<file path="config.mk">
export PLATFORM = sky130hd
export DESIGN_NAME = sort_frame_client
export DESIGN_NICKNAME = d
export VERILOG_FILES = /design/src/rtl/sort_pkg.sv /design/src/rtl/sort_order_checker.sv /design/src/rtl/sort_frame_client.sv
export SDC_FILE = /design/constraint.sdc
export NUM_CORES = 1
export LEC_CHECK = 0
export ABC_AREA = 1
export CAP_MARGIN = 30
export CELL_PAD_IN_SITES_DETAIL_PLACEMENT = 1
export CELL_PAD_IN_SITES_GLOBAL_PLACEMENT = 2
export CORE_ASPECT_RATIO = 1.2
export CORE_MARGIN = 1
export CORE_UTILIZATION = 29
export DETAILED_ROUTE_END_ITERATION = 6
export GPL_ROUTABILITY_DRIVEN = 1
export GPL_TIMING_DRIVEN = 0
export PLACE_DENSITY = 0.76
export RECOVER_POWER = 100
export SETUP_SLACK_MARGIN = 0.4
export SLEW_MARGIN = 20
export SYNTH_ARGS = -nofsm -noshare
export SYNTH_HDL_FRONTEND = slang
export SYNTH_SLANG_ARGS = --single-unit
</file>
<file path="constraint.sdc">
create_clock -name clk_i -period 2.7 [get_ports clk_i]
set_input_delay 0.27 -clock clk_i [delete_from_list [all_inputs] [get_ports clk_i]]
set_output_delay 0.27 -clock clk_i [all_outputs]
set_load 0.005 [all_outputs]
</file>
<file path="src/rtl/sort_pkg.sv">
// Shared constants, state encoding and byte helpers for the sort frame client.
package sort_pkg;
    localparam int SORT_VALUE_WIDTH = 10;
    localparam int SORT_COUNT_WIDTH = 16;
    localparam int BYTES_PER_VALUE  = 2;
    localparam int WIRE_WIDTH       = 8 * BYTES_PER_VALUE;

    typedef enum logic [2:0] {
        IDLE,
        TX_CNT_HI,
        TX_CNT_LO,
        TX_VAL_HI,
        TX_VAL_LO,
        RX_HI,
        RX_LO,
        RES_OUT
    } sort_state_e;

    function automatic logic [7:0] hi_byte(input logic [WIRE_WIDTH-1:0] w);
        return w[WIRE_WIDTH-1 -: 8];
    endfunction

    function automatic logic [7:0] lo_byte(input logic [WIRE_WIDTH-1:0] w);
        return w[7:0];
    endfunction
endpackage

</file>
<file path="src/rtl/sort_order_checker.sv">
// Sticky monotonic-order checker over a frame's result stream; cleared per frame.
module sort_order_checker
    import sort_pkg::*;
#(
    parameter int VALUE_WIDTH = SORT_VALUE_WIDTH
) (
    input  logic                   clk,
    input  logic                   rst,
    input  logic                   clear,
    input  logic                   fire,
    input  logic [VALUE_WIDTH-1:0] value,
    output logic                   err
);
    logic [VALUE_WIDTH-1:0] prev;
    logic                   first;

    always_ff @(posedge clk or posedge rst) begin
        if (rst) begin
            prev  <= '0;
            first <= 1'b1;
            err   <= 1'b0;
        end else if (clear) begin
            first <= 1'b1;
            err   <= 1'b0;
        end else if (fire) begin
            // The first result of a frame has no predecessor to compare with.
            if (!first && (value < prev))
                err <= 1'b1;
            prev  <= value;
            first <= 1'b0;
        end
    end
endmodule

</file>
<file path="src/rtl/sort_frame_client.sv">
// Sends a frame of values to a UART sorter and reassembles the sorted reply.
// Optional order checking is compiled in with SORT_CLIENT_ORDER_CHECK_EN.
module sort_frame_client
    import sort_pkg::*;
#(
    parameter int VALUE_WIDTH = SORT_VALUE_WIDTH,
    parameter int COUNT_WIDTH = SORT_COUNT_WIDTH
) (
    input  logic                   clk_i,
    input  logic                   reset_i,
    input  logic                   start_i,
    input  logic [COUNT_WIDTH-1:0] count_i,
    input  logic [VALUE_WIDTH-1:0] val_data_i,
    input  logic                   val_valid_i,
    output logic                   val_ready_o,
    output logic [7:0]             tx_data_o,
    output logic                   tx_valid_o,
    input  logic                   tx_ready_i,
    input  logic [7:0]             rx_data_i,
    input  logic                   rx_valid_i,
    output logic                   rx_ready_o,
    output logic [VALUE_WIDTH-1:0] res_data_o,
    output logic                   res_valid_o,
    input  logic                   res_ready_i,
    output logic                   busy_o,
    output logic                   done_o,
    output logic                   order_err_o
);
    localparam logic [COUNT_WIDTH-1:0] ONE = COUNT_WIDTH'(1);

    sort_state_e            state;
    logic [COUNT_WIDTH-1:0] cnt, rem;
    logic [7:0]             rx_hi, val_lo;
    logic                   start_acc, tx_fire, val_fire, rx_fire, res_fire, last;

    // A start landing on the done cycle belongs to the finished frame and is dropped.
    assign start_acc = (state == IDLE) && start_i && !done_o;
    assign tx_fire   = tx_valid_o && tx_ready_i;
    assign val_fire  = val_valid_i && val_ready_o;
    assign rx_fire   = rx_valid_i && rx_ready_o;
    assign res_fire  = res_valid_o && res_ready_i;
    assign last      = (rem == ONE);

    always_ff @(posedge clk_i or posedge reset_i) begin
        if (reset_i) begin
            state       <= IDLE;
            cnt         <= '0;
            rem         <= '0;
            rx_hi       <= '0;
            val_lo      <= '0;
            tx_valid_o  <= 1'b0;
            tx_data_o   <= '0;
            val_ready_o <= 1'b0;
            rx_ready_o  <= 1'b0;
            res_valid_o <= 1'b0;
            res_data_o  <= '0;
            busy_o      <= 1'b0;
            done_o      <= 1'b0;
        end else begin
            done_o <= 1'b0;
            case (state)
                IDLE: if (start_acc) begin
                    cnt        <= count_i;
                    rem        <= '0;
                    busy_o     <= 1'b1;
                    tx_valid_o <= 1'b1;
                    tx_data_o  <= hi_byte(WIRE_WIDTH'(count_i));
                    state      <= TX_CNT_HI;
                end
                TX_CNT_HI: if (tx_fire) begin
                    tx_data_o <= lo_byte(WIRE_WIDTH'(cnt));
                    state     <= TX_CNT_LO;
                end
                TX_CNT_LO: if (tx_fire) begin
                    tx_valid_o <= 1'b0;
                    if (cnt == '0) begin
                        busy_o <= 1'b0;
                        done_o <= 1'b1;
                        state  <= IDLE;
                    end else begin
                        rem         <= cnt;
                        val_ready_o <= 1'b1;
                        state       <= TX_VAL_HI;
                    end
                end
                // Stays here while the value is held and its high byte is offered.
                TX_VAL_HI: if (val_fire) begin
                    val_ready_o <= 1'b0;
                    tx_valid_o  <= 1'b1;
                    tx_data_o   <= hi_byte(WIRE_WIDTH'(val_data_i));
                    val_lo      <= lo_byte(WIRE_WIDTH'(val_data_i));
                end else if (tx_fire) begin
                    tx_data_o <= val_lo;
                    state     <= TX_VAL_LO;
                end
                TX_VAL_LO: if (tx_fire) begin
                    tx_valid_o <= 1'b0;
                    if (last) begin
                        rem        <= cnt;
                        rx_ready_o <= 1'b1;
                        state      <= RX_HI;
                    end else begin
                        rem         <= rem - ONE;
                        val_ready_o <= 1'b1;
                        state       <= TX_VAL_HI;
                    end
                end
                RX_HI: if (rx_fire) begin
                    rx_hi <= rx_data_i;
                    state <= RX_LO;
                end
                RX_LO: if (rx_fire) begin
                    res_data_o  <= VALUE_WIDTH'({rx_hi, rx_data_i});
                    res_valid_o <= 1'b1;
                    rx_ready_o  <= 1'b0;
                    state       <= RES_OUT;
                end
                RES_OUT: if (res_fire) begin
                    res_valid_o <= 1'b0;
                    if (last) begin
                        busy_o <= 1'b0;
                        done_o <= 1'b1;
                        state  <= IDLE;
                    end else begin
                        rem        <= rem - ONE;
                        rx_ready_o <= 1'b1;
                        state      <= RX_HI;
                    end
                end
                default: state <= IDLE;
            endcase
        end
    end

`ifdef SORT_CLIENT_ORDER_CHECK_EN
    sort_order_checker #(.VALUE_WIDTH(VALUE_WIDTH)) u_order (
        .clk   (clk_i),
        .rst   (reset_i),
        .clear (start_acc),
        .fire  (res_fire),
        .value (res_data_o),
        .err   (order_err_o)
    );
`else
    assign order_err_o = 1'b0;
`endif
endmodule

</file>
==> results.md, run 1 <==
* Status: finished with violations
* Failing checks: max-capacitance violations, max-slew violations
* Worst-Margin Slew at 1.63 ns
* Min-Delay Endpoint: res_data_o[5]
* Post-synthesis sequential area ratio at 45.7%
* Delay of the slowest cell on the worst path at 0.46 ns
* Max clock buf depth at 2
* Initial antenna violation count at 0
* Most frequent CP cell: nand2_1
* RSZ-0062 raised after global routing: no
* Min-delay src: res_data_o[5]
* Synth warn at 0
* Period minus WS final at 2.23 ns
* Worst r2r src: state[1]
* Top cells by area, synth: dfrtp_1 46%, nand2_1 21%, nor2_1 5.9%, inv_1 5.5%, o21ai_0 5.0%
* Crit end category: flip-flop
* Met1 wire length at 5310 um
* Hpwl dp at 9160 um
* Tot Pwr at 5.59 mW
* Met2 wire length at 5780 um
* Worst skew pair latency at 0.33 ns
* Height of the die at 127 um
* Rows at 45
* Antenna Diode Count at 0
* Slowest cell on the critical path: dfrtp_1
* Relative slew margins at -9.17%
* Final Core Density at 38.8%
* Uppermost layer routed: met4
* CP arrival at 2.50 ns
* Nets at 653
* RR Endpoint: rem[10]
* Initial DRC count at 148
* Avg Cell Area, Syn at 7.08 um2
* Min-Delay Path Class: flip-flop to flip-flop
* Via count at 3,554
* Mapped Cells at 534
* Total power divided by cell area at 1140 mW/mm2
* Cts bufs inserted at 9
* Maximum VDD drop at 0.353 mV
* EDFF count, synth at 0
* H-tree depth at 3
* Async SR Flop Fraction at 100%
* WP buf/inv at 3
* Switch Pwr at 2.46 mW
* Cell with the most instances after synthesis: nand2_1
* Pint at 3.13 mW
* Final Hold Viols at 0
* Clk Tree Root Cell: clkbuf_16
* Post-Syn Area at 0.00378 mm2
* GRT overflow at 0
* Combinational power share at 47.3%
* CTS tree: built
* Post-CTS Setup Inserts at 0
* CP max FO at 10
* Number of global-route vias before repair at 3,938
* Post-CTS Hold Fix Bufs at 0
* Reg2reg path depth at 10
* Final Max Slew Viols at 36
* Area grow syn2layout at 30.0%
* TritonCTS Sinks at 69
* Yosys cell types at 30
* # setup viols final at 0
* Final WL at 11,600 um
* Vias/cell at 4.56
* R2r setup slk at 0.47 ns
* First-pass GRT wire length at 20,000 um
* Avg WL per Cell at 14.9 um
* Largest net degree at the start of global routing at 37
* Sw Share at 44.0%
* Starting Density at 29.9%
* Clock Skew at 0.00780 ns
* Die Span X at 106 um
* Layout cells sized above 1 at 6.34%
* Seq cells post-synth at 69
* Primary FF master, synth: dfrtp_1
* First drt pass iteration count at 4
* Post-route DRC at 0
* Worst path top cell family by delay: simple AND/OR/NAND/NOR gates
* Final period utilization at 82.6%
* Req. time, crit path at 2.97 ns
* Fmax at 448 MHz
* Critical path, cell by cell: inv_1 -> nand2_1 -> nor2_1 -> clkinv_1 -> nand2_1 -> nand2_1 -> nand2_2 -> clkbuf_1 -> o21ai_0 -> nand2_1
* GP Congestion at 0.857
* Buffers on Ports at 64
* Met3 WL at 422 um
* Clock Power Share at 20.3%
* Core Area at 0.0127 mm2
* Setup Crit Path Kind: flip-flop to flip-flop
* Hold Path Depth at 2
* Die ar. at 0.0135 mm2
* Clk slew on worst S/H paths at 0.06 ns
* # IOs at 66
* Total GRT Usage at 18.9%
* Max_cap viols at 1
* Leakage power at 2.53 nW
* Biggest area consumer among synthesized cells: dfrtp_1
* Synth top area share at 45.7%
* Fillers at 1,634
* Syn nets at 577
* Crit start category: flip-flop
* Reg power frac at 32.4%
* Post_cts resized at 0
* Antenna viol nets, final at 0
* List of most frequent post-synthesis cells: 213 x nand2_1, 69 x dfrtp_1, 59 x nor2_1, 55 x inv_1, 38 x o21ai_0
[per-stage QoR]
| step | instances | setup WS, ns | hold slack [ns] | setup TNS, ns | instance area (um2) |
|---|---|---|---|---|---|
| after floorplan | 534 | 0.690 | 0.380 | 0 | 3780 |
| after global placement | 762 | -0.617 | 0.453 | -42.33 | 4630 |
| after detailed placement | 763 | 0.526 | 0.462 | 0 | 4650 |
| after CTS | 779 | 0.504 | 0.320 | 0 | 4940 |
| after global routing | 779 | 0.235 | 0.488 | 0 | 4920 |
| final | 779 | 0.469 | 0.466 | 0 | 4920 |
[power groups by stage]
stage                     clock (mW)  sequential (mW)  combinational [mW]
after floorplan                    0             1.74                1.81
after global placement             0             1.83                2.72
after detailed placement           0             1.84                2.77
after CTS                       1.16             1.83                2.80
after global routing            1.20             1.88                3.07
final                           1.13             1.81                2.64
[registers in the layout, summed over array words and instances, names as in the netlist]
name	count
rem	16
rx_ready_o	1
rx_hi	2
busy_o	1
cnt	16
tx_valid_o	1
state	3
res_valid_o	1
done_o	1
val_lo	8
val_ready_o	1
tx_data_o	8
res_data_o	10
[routing by layer]
layer / global-route usage, % / vias to the layer above
met4: 5.07 / 0
met5: 0 / -
met2: 32.9 / 53
met3: 4.18 / 8
li1: - / 1820
met1: 23.6 / 1673
[worst min-delay path: stages (launching register included)]
cell	delay [ns]
dfrtp_1	0.34
nand2_1	0.05
nand2_1	0.04
[area by class of cell]
type,count,area (um2),share of cell area [%]
repair buffers,65,661,13.4
flip-flops and latches,69,1730,35.1
well taps,164,205,4.17
inverters,58,219,4.45
plain buffers,11,56.3,1.15
clock buffers,10,239,4.86
clock inverters,6,48.8,0.992
multi-input cells,396,1760,35.8
[layout by cell type, fill, tap and decap left out, drive strengths merged, types with 4 or more instances in the layout]
master	n
a21oi	12
clkbuf	16
nor2	64
o22ai	4
clkinv	4
dfrtp	69
nand4	5
o21ai	40
dlygate4sd3	25
mux2	7
buf	6
clkdlybuf4s50	39
xor2	4
inv	56
nand3	33
clkinvlp	4
nand2	216
[kinds of logic after synthesis]
family / Yosys count / synth area share, %
AND/OR/NAND/NOR: 322 / 34.7
buffers and inverters: 69 / 7.41
adder cells (fa/ha/maj): 2 / 0.661
XOR/XNOR: 6 / 1.39
other: 1 / 0.0991
multiplexers: 7 / 2.08
AO/OA/AOI/OAI: 58 / 8.04
flip-flops: 69 / 45.7
[worst max path at each step]
stage	end	slack, ns	cells past startpoint	from
final	rem[10]	0.47	10	state[1]
after global placement	busy_o	-0.62	2	reset_i
after global routing	rem[10]	0.23	10	state[1]
after CTS	state[1]	0.50	8	state[2]
after floorplan	busy_o	0.69	1	reset_i
after detailed placement	state[0]	0.53	8	state[2]
Note: power is estimated with default switching activity, not from simulation.
==> inputs of run 2 (changes only) <==
==> constraint.sdc (replaced) <==
create_clock -name clk_i -period 2.1 [get_ports clk_i]
set_input_delay 0.21 -clock clk_i [delete_from_list [all_inputs] [get_ports clk_i]]
set_output_delay 0.21 -clock clk_i [all_outputs]
set_load 0.005 [all_outputs]
==> run 2 against run 1 <==
  * The flow now finishes without violations
  * Largest cell class unchanged
  * First-iteration DRC count increased by 16%
  * Clock-buffer cell count unchanged
  * Routed wire length rose by 9.4%
  * Combinational power is 69% higher
  * Setup slack got worse by 0.18 ns
==> results.md, run 2 (synthesized netlist as in run 1, its figures left out) <==
* Req. time, crit path at 2.37 ns (-0.60 ns)
* Setup Crit Path Kind: flip-flop to flip-flop
* Area grow syn2layout at 49.4%
* Multi-input logic area at 0.00207 mm2 (+18%)
* GP Congestion at 0.821 (-4.2%)
* Layout cells sized above 1 at 19.8% (+14 points)
* Via count at 3,805 (+7.1%)
* Buffers on Ports at 64 (unchanged)
* CP arrival at 2.08 ns (-0.42 ns)
* Largest net degree at the start of global routing at 33 (-11%)
* Initial antenna violation count at 0 (unchanged)
* Hpwl dp at 9280 um (+1.3%)
* Clk slew on worst S/H paths at 0.06 ns (about the same)
* Final Max Slew Viols at 0 (-100%)
* Vias/cell at 4.70 (+3.1%)
* Slowest cell on the critical path: dfrtp_1
* Rows at 45 (unchanged)
* Final period utilization at 86.2% (+3.6 points)
* Nets at 683 (+4.6%)
* # setup viols final at 0 (unchanged)
* RSZ-0062 raised after global routing: yes
* Min-Delay Path Class: input pin to flip-flop
* Final Hold Viols at 0 (unchanged)
* Worst path top cell family by delay: simple AND/OR/NAND/NOR gates
* Setup_tns at 0 ns (unchanged)
* TritonCTS Sinks at 69 (unchanged)
* Worst-Margin Slew at 1.00 ns (-0.625 ns)
* GRT overflow at 0 (unchanged)
* Fmax at 552 MHz (+23%)
* Delay of the slowest cell on the worst path at 0.45 ns (about the same)
* Max clock buf depth at 2 (unchanged)
* Starting Density at 29.9% (unchanged)
* Relative slew margins at 32.8% (+42 points)
* Clk Tree Root Cell: clkbuf_16
* Crit start category: flip-flop
* WP buf/inv at 2 (-1)
* Final Core Density at 44.6% (+5.8 points)
* Clock Skew at 0.00942 ns (+0.00161 ns)
* Commonest non-fill, non-tap cell in the layout: nand2_1
* Total power divided by cell area at 1570 mW/mm2 (+38%)
* Period minus WS final at 1.81 ns (-0.420 ns)
* Total GRT Usage at 19.6% (+0.63 points)
* Crit end category: flip-flop
* Number of global-route vias before repair at 4,014 (+1.9%)
* Cts bufs inserted at 9 (unchanged)
* Antenna viol nets, final at 0 (unchanged)
* Initial DRC count at 171 (+16%)
* Hold Slack at 0.421 ns (-0.0449 ns)
* H-tree depth at 3 (unchanged)
* Antenna Diode Count at 0 (unchanged)
* Leakage power at 2.82 nW (+12%)
* Core Area at 0.0127 mm2 (unchanged)
* First-pass GRT wire length at 20,300 um (+1.3%)
* Most frequent cells in the layout: 195 x nand2_1, 63 x dfrtp_1, 50 x inv_1, 45 x nor2_1, 39 x clkdlybuf4s50_1
* Fillers at 1,534 (-6.1%)
* Max_cap viols at 0 (-1)
* First drt pass iteration count at 4 (unchanged)
* CP max FO at 7 (-3)
* Largest regs: cnt: 16 flops, rem: 16 flops, res_data_o: 10 flops
* Final WL at 12,700 um (+9.4%)
* Register area at 0.00173 mm2 (+0.43%)
* Height of the die at 127 um (unchanged)
* Avg WL per Cell at 15.7 um (+5.3%)
* Fin cells at 809 (+3.9%)
* Status: finished, final reports clean
* Placed Cells at 764 (+0.13%)
* CTS tree: built
* Post-route DRC at 0 (unchanged)
* # IOs at 66 (unchanged)
* Maximum VDD drop at 0.546 mV (+55%)
* Die ar. at 0.0135 mm2 (unchanged)
* Worst skew pair latency at 0.33 ns (about the same)
* Critical path, cell by cell: inv_1 -> nand2_4 -> nor2_4 -> o21ai_4 -> nand2_1 -> nor2_4 -> nand2_4 -> nor2_4 -> buf_2 -> nand2_1 -> nand2_1
* Die Span X at 106 um (unchanged)
run 2: power breakdown:
part / leakage (nW) / internal (mW) / switching [mW]
Sequential: 0.847 / 1.90 / 0.464
Combinational: 1.78 / 1.87 / 2.60
Clock: 0.189 / 1.43 / 0.602
run 2: per-stage QoR:
step,worst slack (ns),total power [mW],cell area [um2]
finish,0.290,8.87,5650
global route,0.149,9.57,5650
CTS,0.388,8.51,5330
detailed placement,-0.0741,5.94,4680
global placement,-0.0618,5.83,4630
floorplan,0.547,4.56,3790
run 2: layer usage:
metal	wire (um)	global-route usage, %	share of wire (%)	vias to the layer above
met5	0	0	0	-
met4	182	5.88	1.4	0
met3	548	5.10	4.3	13
met2	6720	35.7	53	63
met1	5260	22.2	41	1852
li1	-	-	-	1877
run 2: path summary, 6_finish.rpt:
| path | cells after the start | from | to | slack (ns) |
|---|---|---|---|---|
| worst max-delay path | 11 | state[1] | rem[4] | 0.29 |
| worst min-delay path | 3 | rx_data_i[6] | res_data_o[6] | 0.42 |
| worst max register to register | 11 | state[1] | rem[4] | 0.29 |
| worst min register to register | 2 | res_data_o[0] | res_data_o[0] | 0.47 |
| max in group asynchronous | 4 | reset_i | rem[9] | 0.44 |
| min in group asynchronous | 2 | reset_i | res_data_o[4] | 0.51 |
run 2: area by class of cell:
class | instances | area share [%]
multi-input combinational | 396 | 36.7
timing repair buffer | 95 | 16.3
inverter | 58 | 4.05
clock inverter | 6 | 2.79
buffer | 11 | 1.64
sequential | 69 | 30.7
tap | 164 | 3.63
clock buffer | 10 | 4.23
run 2: worst reg2reg max path, stage by stage, from the launching register on:
cell and delay, ns:
dfrtp_1 0.45, inv_1 0.14, nand2_4 0.13, nor2_4 0.06, o21ai_4 0.08, nand2_1 0.13
nor2_4 0.14, nand2_4 0.09, nor2_4 0.18, buf_2 0.21, nand2_1 0.07, nand2_1 0.07
run 2: what timing repair did:
item | CTS | global route
gates resized for setup | 52 | 71
pin swaps | 10 | 21
cloned | 0 | 3
buffers inserted | 12 | 14
endpoints found under the setup margin | 57 | 46
hold buffers | 0 | 0
==> inputs of run 3 (changes only) <==
--- a/config.mk
+++ b/config.mk
@@ -6,7 +6,7 @@
 export NUM_CORES = 1
 export LEC_CHECK = 0
 export ABC_AREA = 1
-export CAP_MARGIN = 30
+export CAP_MARGIN = 40
 export CELL_PAD_IN_SITES_DETAIL_PLACEMENT = 1
 export CELL_PAD_IN_SITES_GLOBAL_PLACEMENT = 2
 export CORE_ASPECT_RATIO = 1.2
@@ -21,4 +21,5 @@
 export SLEW_MARGIN = 20
 export SYNTH_ARGS = -nofsm -noshare
 export SYNTH_HDL_FRONTEND = slang
+export SYNTH_HIERARCHICAL = 1
 export SYNTH_SLANG_ARGS = --single-unit
==> run 3 against run 2 <==
  * Setup slack is the same
  * Routed wire length is the same
  * Non-clock buffer count is the same
  * Clock power is essentially flat
  * Final cell count is the same
  * Combinational power is essentially flat
  * Clock skew is the same
  * Critical endpoint unchanged
  * Highest routed layer unchanged
==> results.md, run 3 <==
* Status: finished, final reports clean
* Worst skew pair latency at 0.33 ns (about the same)
* Final Hold Viols at 0 (unchanged)
* Clk Tree Root Cell: clkbuf_16
* Yosys cell types at 30 (unchanged)
* Clk slew on worst S/H paths at 0.06 ns (about the same)
* GP Congestion at 0.821 (unchanged)
* Req. time, crit path at 2.37 ns (about the same)
* Min-Delay Path Class: input pin to flip-flop
* Met2 wire length at 6720 um (unchanged)
* Synth top area share at 45.7% (unchanged)
* Fillers at 1,534 (unchanged)
* Layout cells sized above 1 at 19.8% (unchanged)
* Relative slew margins at 32.8% (unchanged)
* Total power divided by cell area at 1570 mW/mm2 (unchanged)
* Max_cap viols at 0 (unchanged)
* Nets at 683 (unchanged)
* Leakage power at 2.82 nW (unchanged)
* Antenna viol nets, final at 0 (unchanged)
* Period minus WS final at 1.81 ns (unchanged)
* Placed Cells at 764 (unchanged)
* # setup viols final at 0 (unchanged)
* Met1 wire length at 5260 um (unchanged)
* CP max FO at 7 (unchanged)
* Die Span X at 106 um (unchanged)
* Crit start category: flip-flop
* Met3 WL at 548 um (unchanged)
* CP arrival at 2.08 ns (about the same)
* First-pass GRT wire length at 20,300 um (unchanged)
* Post-CTS Hold Fix Bufs at 0 (unchanged)
* RSZ-0062 raised after global routing: yes
* Final WL at 12,700 um (unchanged)
* RR Endpoint: rem[4]
* Cell with the most instances after synthesis: nand2_1
* Most frequent cells in the layout: 195 x nand2_1, 63 x dfrtp_1, 50 x inv_1, 45 x nor2_1, 39 x clkdlybuf4s50_1
* Number of global-route vias before repair at 4,014 (unchanged)
* Core Area at 0.0127 mm2 (unchanged)
* Biggest area consumer among synthesized cells: dfrtp_1
* Avg WL per Cell at 15.7 um (unchanged)
* Max clock buf depth at 2 (unchanged)
* Crit end category: flip-flop
* CTS tree: built
* R2r setup slk at 0.29 ns (about the same)
* Reg2reg path depth at 11 (unchanged)
* Final Core Density at 44.6% (unchanged)
* First drt pass iteration count at 4 (unchanged)
* Final period utilization at 86.2% (unchanged)
* Buffers on Ports at 64 (unchanged)
* Hpwl dp at 9280 um (unchanged)
* Fin cells at 809 (unchanged)
* Vias/cell at 4.70 (unchanged)
* Clock Skew at 0.00942 ns (unchanged)
* Hold Slack at 0.421 ns (unchanged)
* Worst path top cell family by delay: simple AND/OR/NAND/NOR gates
* Post-Syn Area at 0.00378 mm2 (unchanged)
* Area grow syn2layout at 49.4% (unchanged)
* Largest net degree at the start of global routing at 33 (unchanged)
* Avg Cell Area, Syn at 7.08 um2 (unchanged)
* Min-delay src: rx_data_i[6]
* Rows at 45 (unchanged)
* Setup Crit Path Kind: flip-flop to flip-flop
* Initial DRC count at 171 (unchanged)
* Initial antenna violation count at 0 (unchanged)
* Worst-Margin Slew at 1.00 ns (unchanged)
* EDFF count, synth at 0 (unchanged)
* Seq cells post-synth at 69 (unchanged)
* Total GRT Usage at 19.6% (unchanged)
* Die ar. at 0.0135 mm2 (unchanged)
* WP buf/inv at 2 (unchanged)
* Worst r2r src: state[1]
* Starting Density at 29.9% (unchanged)
* List of most frequent post-synthesis cells: 213 x nand2_1, 69 x dfrtp_1, 59 x nor2_1, 55 x inv_1, 38 x o21ai_0
* Via count at 3,805 (unchanged)
* Height of the die at 127 um (unchanged)
* # IOs at 66 (unchanged)
* Antenna Diode Count at 0 (unchanged)
* Top cells by area, synth: dfrtp_1 46%, nand2_1 21%, nor2_1 5.9%, inv_1 5.5%, o21ai_0 5.0%
* Post-DP Area at 0.00468 mm2 (unchanged)
* H-tree depth at 3 (unchanged)
* Min-Delay Endpoint: res_data_o[6]
* Primary FF master, synth: dfrtp_1
* Syn nets at 577 (unchanged)
* GRT overflow at 0 (unchanged)
* Fmax at 552 MHz (unchanged)
* Post-synthesis sequential area ratio at 45.7% (unchanged)
* Async SR Flop Fraction at 100% (unchanged)
* Delay of the slowest cell on the worst path at 0.45 ns (about the same)
* Slowest cell on the critical path: dfrtp_1
* Uppermost layer routed: met4
* Post-route DRC at 0 (unchanged)
* Mapped Cells at 534 (unchanged)
* Commonest non-fill, non-tap cell in the layout: nand2_1
* Design area at 0.00565 mm2 (unchanged)
* Critical path, cell by cell: inv_1 -> nand2_4 -> nor2_4 -> o21ai_4 -> nand2_1 -> nor2_4 -> nand2_4 -> nor2_4 -> buf_2 -> nand2_1 -> nand2_1
* TritonCTS Sinks at 69 (unchanged)
* Synth warn at 6 (+6)
* Maximum VDD drop at 0.546 mV (unchanged)
* Largest regs: cnt: 16 flops, rem: 16 flops, res_data_o: 10 flops
* Cts bufs inserted at 9 (unchanged)
* Hold Path Depth at 3 (unchanged)
* Final Max Slew Viols at 0 (unchanged)
run 3: cell counts after synthesis:
No cell type changed its count.
run 3: metal layers:
layer | GRT usage [%] | vias to the layer above
met5 | 0 | -
met2 | 35.7 | 63
met1 | 22.2 | 1852
li1 | - | 1877
met3 | 5.10 | 13
met4 | 5.88 | 0
run 3: worst max-delay path by stage:
stage	from	to	slack [ns]	cells after the start
global placement	rem[7]	rem[12]	-0.06	11
detailed placement	state[2]	state[1]	-0.07	8
finish	state[1]	rem[4]	0.29	11
CTS	rem[1]	rem[10]	0.39	12
floorplan	rem[1]	rem[5]	0.55	12
global route	rem[10]	rem[4]	0.15	11
run 3: worst min-delay path, cell delays in order:
cell and delay, ns:
clkdlybuf4s50_1 0.39, nand2_1 0.06, nand2_1 0.04
run 3: per-stage QoR:
step | setup WS [ns] | setup TNS (ns) | power, mW
after global placement | -0.0618 | -0.482 | 5.83
after detailed placement | -0.0741 | -0.574 | 5.94
after CTS | 0.388 | 0 | 8.51
after global routing | 0.149 | 0 | 9.57
after floorplan | 0.547 | 0 | 4.56
final | 0.290 | 0 | 8.87
run 3: final cells by class:
cell class | instances | area (um2) | area share (%)
plain buffers | 11 | 92.6 | 1.64
clock buffers | 10 | 239 | 4.23
clock inverters | 6 | 158 | 2.79
inverters | 58 | 229 | 4.05
multi-input cells | 396 | 2070 | 36.7
flip-flops and latches | 69 | 1730 | 30.7
well taps | 164 | 205 | 3.63
repair buffers | 95 | 918 | 16.3
run 3: kinds of logic after synthesis:
family          Yosys count  share of synthesized area [%]
mux                       7                           2.08
buf+inv                  69                           7.41
xor+xnor                  6                           1.39
other cells               1                         0.0991
compound gates           58                           8.04
simple gates            322                           34.7
fa+ha+maj                 2                          0.661
flops                    69                           45.7
run 3: what timing repair did:
action / 4_1_cts / 5_1_grt
buffers inserted: 12 / 14
pin swaps: 10 / 21
gates cloned: 0 / 3
gates resized for setup: 52 / 71
endpoints found under the hold margin: 0 / 0
setup endpoints to repair: 57 / 46
run 3: power breakdown:
group / switching, mW / internal (mW) / leakage, nW
clock network: 0.602 / 1.43 / 0.189
logic: 2.60 / 1.87 / 1.78
registers: 0.464 / 1.90 / 0.847
total: 3.67 / 5.20 / 2.82
